**config.mk**
```make
export PLATFORM = sky130hd
export DESIGN_NAME = ram_pattern_tester
export DESIGN_NICKNAME = d
export VERILOG_FILES = /design/src/rtl/ram_pattern_tester.sv
export SDC_FILE = /design/constraint.sdc
export NUM_CORES = 2
export LEC_CHECK = 0
export ABC_AREA = 1
export CORE_MARGIN = 2
export CORE_UTILIZATION = 40
export DETAILED_ROUTE_END_ITERATION = 7
export GPL_TIMING_DRIVEN = 1
export SYNTH_ARGS = -nofsm -noshare
export SYNTH_HDL_FRONTEND = slang
export SYNTH_SLANG_ARGS = --single-unit
```
**constraint.sdc**
```tcl
create_clock -name clk -period 10.3 [get_ports clk]
set_input_delay 2.06 -clock clk [delete_from_list [all_inputs] [get_ports clk]]
set_output_delay 2.06 -clock clk [all_outputs]
set_load 0.03 [all_outputs]
```
**src/rtl/ram_pattern_tester.sv**
```systemverilog
// RAM pattern tester: fills an inferred single-port RAM with an
// arithmetic pattern, reads it back and reports mismatch statistics.
module ram_pattern_tester #(
  parameter int DATA_W = 8,
  parameter int ADDR_W = 8,
  parameter int DEPTH  = 256,
  parameter int SEED   = 0,
  parameter int STEP   = 10
) (
  input  logic              clk,
  input  logic              kill,
  input  logic              start,
  input  logic [1:0]        mode,
  input  logic              inject_err,
  output logic              busy,
  output logic              done,
  output logic              pass,
  output logic [ADDR_W:0]   err_count,
  output logic [ADDR_W-1:0] first_err_addr,
  output logic [1:0]        led
);

  typedef enum logic [2:0] {
    IDLE, FILL, VERIFY, DRAIN, DONE
  } state_t;

  localparam logic [DATA_W-1:0] SEED_V = DATA_W'(SEED);
  localparam logic [DATA_W-1:0] STEP_V = DATA_W'(STEP);
  localparam logic [ADDR_W-1:0] LAST   = ADDR_W'(DEPTH - 1);

  logic [DATA_W-1:0] mem [2**ADDR_W];

  state_t            state;
  logic [1:0]        mode_q;
  logic [ADDR_W-1:0] addr;
  logic [DATA_W-1:0] acc;
  logic [DATA_W-1:0] rdata;
  logic [DATA_W-1:0] exp_d;
  logic [ADDR_W-1:0] addr_d;
  logic              cmp_vld;

  logic              last;
  logic              we;
  logic              re;
  logic [DATA_W-1:0] wdata;
  logic              mismatch;
  logic [ADDR_W:0]   err_next;

  assign last     = (addr == LAST);
  assign we       = (state == FILL) && !kill;
  assign re       = (state == VERIFY) && !kill;
  assign wdata    = acc ^ DATA_W'(inject_err);
  assign mismatch = cmp_vld && (rdata != exp_d);
  assign err_next = err_count + (ADDR_W+1)'(mismatch);
  assign led      = {busy, pass};

  // RAM is never reset so contents survive a kill
  always_ff @(posedge clk) begin
    if (we)
      mem[addr] <= wdata;
    if (re)
      rdata <= mem[addr];
  end

  always_ff @(posedge clk) begin
    if (kill) begin
      state          <= IDLE;
      mode_q         <= '0;
      addr           <= '0;
      acc            <= SEED_V;
      exp_d          <= '0;
      addr_d         <= '0;
      cmp_vld        <= 1'b0;
      busy           <= 1'b0;
      done           <= 1'b0;
      pass           <= 1'b0;
      err_count      <= '0;
      first_err_addr <= '0;
    end else begin
      done    <= 1'b0;
      cmp_vld <= 1'b0;
      if (mismatch) begin
        err_count <= err_next;
        if (err_count == '0)
          first_err_addr <= addr_d;
      end
      case (state)
        IDLE: begin
          if (start) begin
            mode_q         <= mode;
            err_count      <= '0;
            first_err_addr <= '0;
            pass           <= 1'b0;
            addr           <= '0;
            acc            <= SEED_V;
            busy           <= 1'b1;
            state          <= (mode == 2'd2) ? VERIFY : FILL;
          end
        end
        FILL: begin
          if (last) begin
            addr <= '0;
            acc  <= SEED_V;
            if (mode_q == 2'd1) begin
              state <= DONE;
              busy  <= 1'b0;
              done  <= 1'b1;
              pass  <= 1'b1;
            end else begin
              state <= VERIFY;
            end
          end else begin
            addr <= addr + 1'b1;
            acc  <= acc + STEP_V;
          end
        end
        VERIFY: begin
          // expected word and address ride one cycle behind the read
          cmp_vld <= 1'b1;
          exp_d   <= acc;
          addr_d  <= addr;
          if (last) begin
            state <= DRAIN;
          end else begin
            addr <= addr + 1'b1;
            acc  <= acc + STEP_V;
          end
        end
        DRAIN: begin
          state <= DONE;
          busy  <= 1'b0;
          done  <= 1'b1;
          pass  <= (err_next == '0);
        end
        DONE: begin
          state <= IDLE;
        end
        default: begin
          state <= IDLE;
        end
      endcase
    end
  end

endmodule

```
==> flow_summary.toml <==
[finish]
fin_area_mm2 = 0.0995
final_nets = 8691
drive_gt1_frac = 0.0478
layout_commonest_cell = "nand2_1"
instances_no_fill = 11850
syn_to_final_growth_pct = 10.7
layout_common_cells = "nand2_1 (3,415), edfxtp_1 (2,056), nor2_1 (956)"

[cts]
clock-sinks = 2112
clk_latency_ps = 870
cts_tree = "built"
clkSlewWorstSetupHoldPaths_ps = 70
postCtsSetupBuffers = 0
post_cts_resized = 0
numCtsBuffers = 211
clockRootBuffer = "clkbuf_16"
htreeDepth = 4
clockBufferDepth = 3
hold_buffers = 0

[sta]
max_freq_mhz = 188
hold_viol = 0
maxSlewHeadroom = 0.106
drv_slew = 0
post-route-period-util = 0.515
setup-tns-final_ps = 0
min_period_ps = 5310
final.setup_skew_ps = 36.8
setup_viol = 0
hold_slack_ps = 463
grt_setup_unrepaired = "false"
tightest_slew_ps = 1340

[grt]
grt_pass1_wl_um = 365000
grt_pass1_vias = 58518
grtUsageTotal = 0.211
antenna_found_initial = 7
grt_max_degree = 246
globalRoute.totalOverflow = 0

[worst_setup_path]
path_cells = "buf_4, buf_4, buf_4, nand2_1, nand2_1, o21ai_0, nand2_1, nand2_1, o21ai_1, nand2_1, nor2_1, nor2_1, nor2_1, nand2_1"
crit_path_frequent_cell = "nand2_1"
cp-end-kind = "flop"
crit_path_start_kind = "flop"
slowest_delay_ps = 900
crit_required_ps = 10910
critPathSlowestCell = "dfxtp_4"
worst_ep_arrival_time_ps = 5920
crit_family = "buffers and inverters"
path_max_fanout = 101
path_buf_inv = 3
criticalPathCategory = "reg -> reg"

[die]
rows = 174
start_util = 0.401
ios = 28
die_w_um = 478
dieArea_mm2 = 0.229
die_y_um = 478
core_mm2 = 0.224

[power_and_ir_drop]
leakage_nw = 40.0
power.density_mw_per_mm2 = 242
peakVddDrop_mv = 0.260

[routing]
vias_per_cell = 5.07
wirelength_um = 245000
drt_first_pass_iters = 7
drc_errors = 0
via_count = 60037
first_iter_violations = 6842
wl_per_cell_um = 20.7
antenna_left = 0

[place]
gp_congestion = 0.929
placedCellCount = 11457
post_dp_cell_area_mm2 = 0.0926
io_buffers = 27
hpwl_um = 141000

[logic_synthesis]
ys_ff_latch = 2112
synth_area_mm2 = 0.0899
ys.warnings.count = 0
synth_cells = 8810
seq_area_frac_synth = 0.699
synth.avg_cell_area_um2 = 10.2
synth_nets = 8823
yosysUniqueCellTypes = 30

[hold_path]
min_path_type = "reg -> reg"

[outcome]
status = "finished clean"

[flow_run]
cap_violations = 0
sequential cells by signal (all words and copies together) (netlist names):
name            cells
mem              2048
err_count           9
addr                8
addr_d              8
first_err_addr      8
rdata               8
acc                 7
exp_d               7
state               3
mode_q              2
busy                1
cmp_vld             1
done                1
pass                1
routing by layer:
layer  GRT usage  part of all wire  wire length [um]
met5           0                 0                 0
met1       0.291              0.43            105000
met3      0.0356             0.077             19000
met2       0.339              0.46            114000
met4      0.0688             0.030              7390
path summary, 6_finish.rpt:
check | start | end | slack (ps) | cells past startpoint
worst max-delay path | addr[0]$_SDFFE_PP0P_ | rdata[1]$_DFFE_PP_ | 4990 | 14
worst min-delay path | mode_q[0]$_SDFFE_PP0P_ | mode_q[0]$_SDFFE_PP0P_ | 460 | 2
worst min register to register | mode_q[0]$_SDFFE_PP0P_ | mode_q[0]$_SDFFE_PP0P_ | 460 | 2
worst max register to register | addr[0]$_SDFFE_PP0P_ | rdata[1]$_DFFE_PP_ | 4990 | 14
through the flow:
step	total power, W	util	setup WS [ps]
after detailed placement	0.0165	0.413	4700
after global placement	0.0165	0.413	4830
final	0.0240	0.444	4990
after floorplan	0.0146	-	5290
after global routing	0.0252	0.444	4740
after CTS	0.0241	0.444	5140
cells by family (layout without fill, tap and decap cells):
family,Yosys count,count (layout),share of synthesized area
simple gates,4764,4764,0.204
flops,2112,2112,0.699
buf+inv,1283,1330,0.0588
compound gates,633,633,0.0356
xor+xnor,11,11,0.00107
fa+ha+maj,7,7,0.000974
other cells,0,1,0
Yosys cell counts (all sizes together):
master  count  share of area
a31oi       3        0.00021
nor3       11        0.00067
o211ai      2        0.00017
o21ai     593          0.033
nor4b       1       0.000097
ha          7        0.00097
dfxtp      56          0.012
nand2    3430           0.14
xor2       11         0.0011
a21oi      32         0.0018
inv       826          0.035
nor2      963          0.040
nand4       3        0.00021
edfxtp   2056           0.69
a311oi      1       0.000097
clkinv      3        0.00013
a211oi      2        0.00017
buf       256          0.016
nor4        3        0.00021
clkbuf    198         0.0083
nand3     353          0.020
cell type report:
cell class | count | area (um2)
diodes | 1 | 2.50
multi-input cells | 5415 | 21800
fillers | 20852 | 125000
well taps | 2992 | 3740
repair buffers | 109 | 978
flip-flops and latches | 2112 | 62900
clock inverters | 134 | 1330
inverters | 829 | 3140
clock buffers | 258 | 5560
tightest hold or removal path: stages (launching register included):
cell and delay (ps):
dfxtp_1 300, inv_1 60, a21oi_1 60
power by group:
| group | leakage, nW | switching, W | internal (W) |
|---|---|---|---|
| sequential | 19.5 | 0.000240 | 0.00992 |
| combinational | 17.2 | 0.00466 | 0.00154 |
| clock | 3.34 | 0.00329 | 0.00439 |
(Power assumes the default switching activity.)
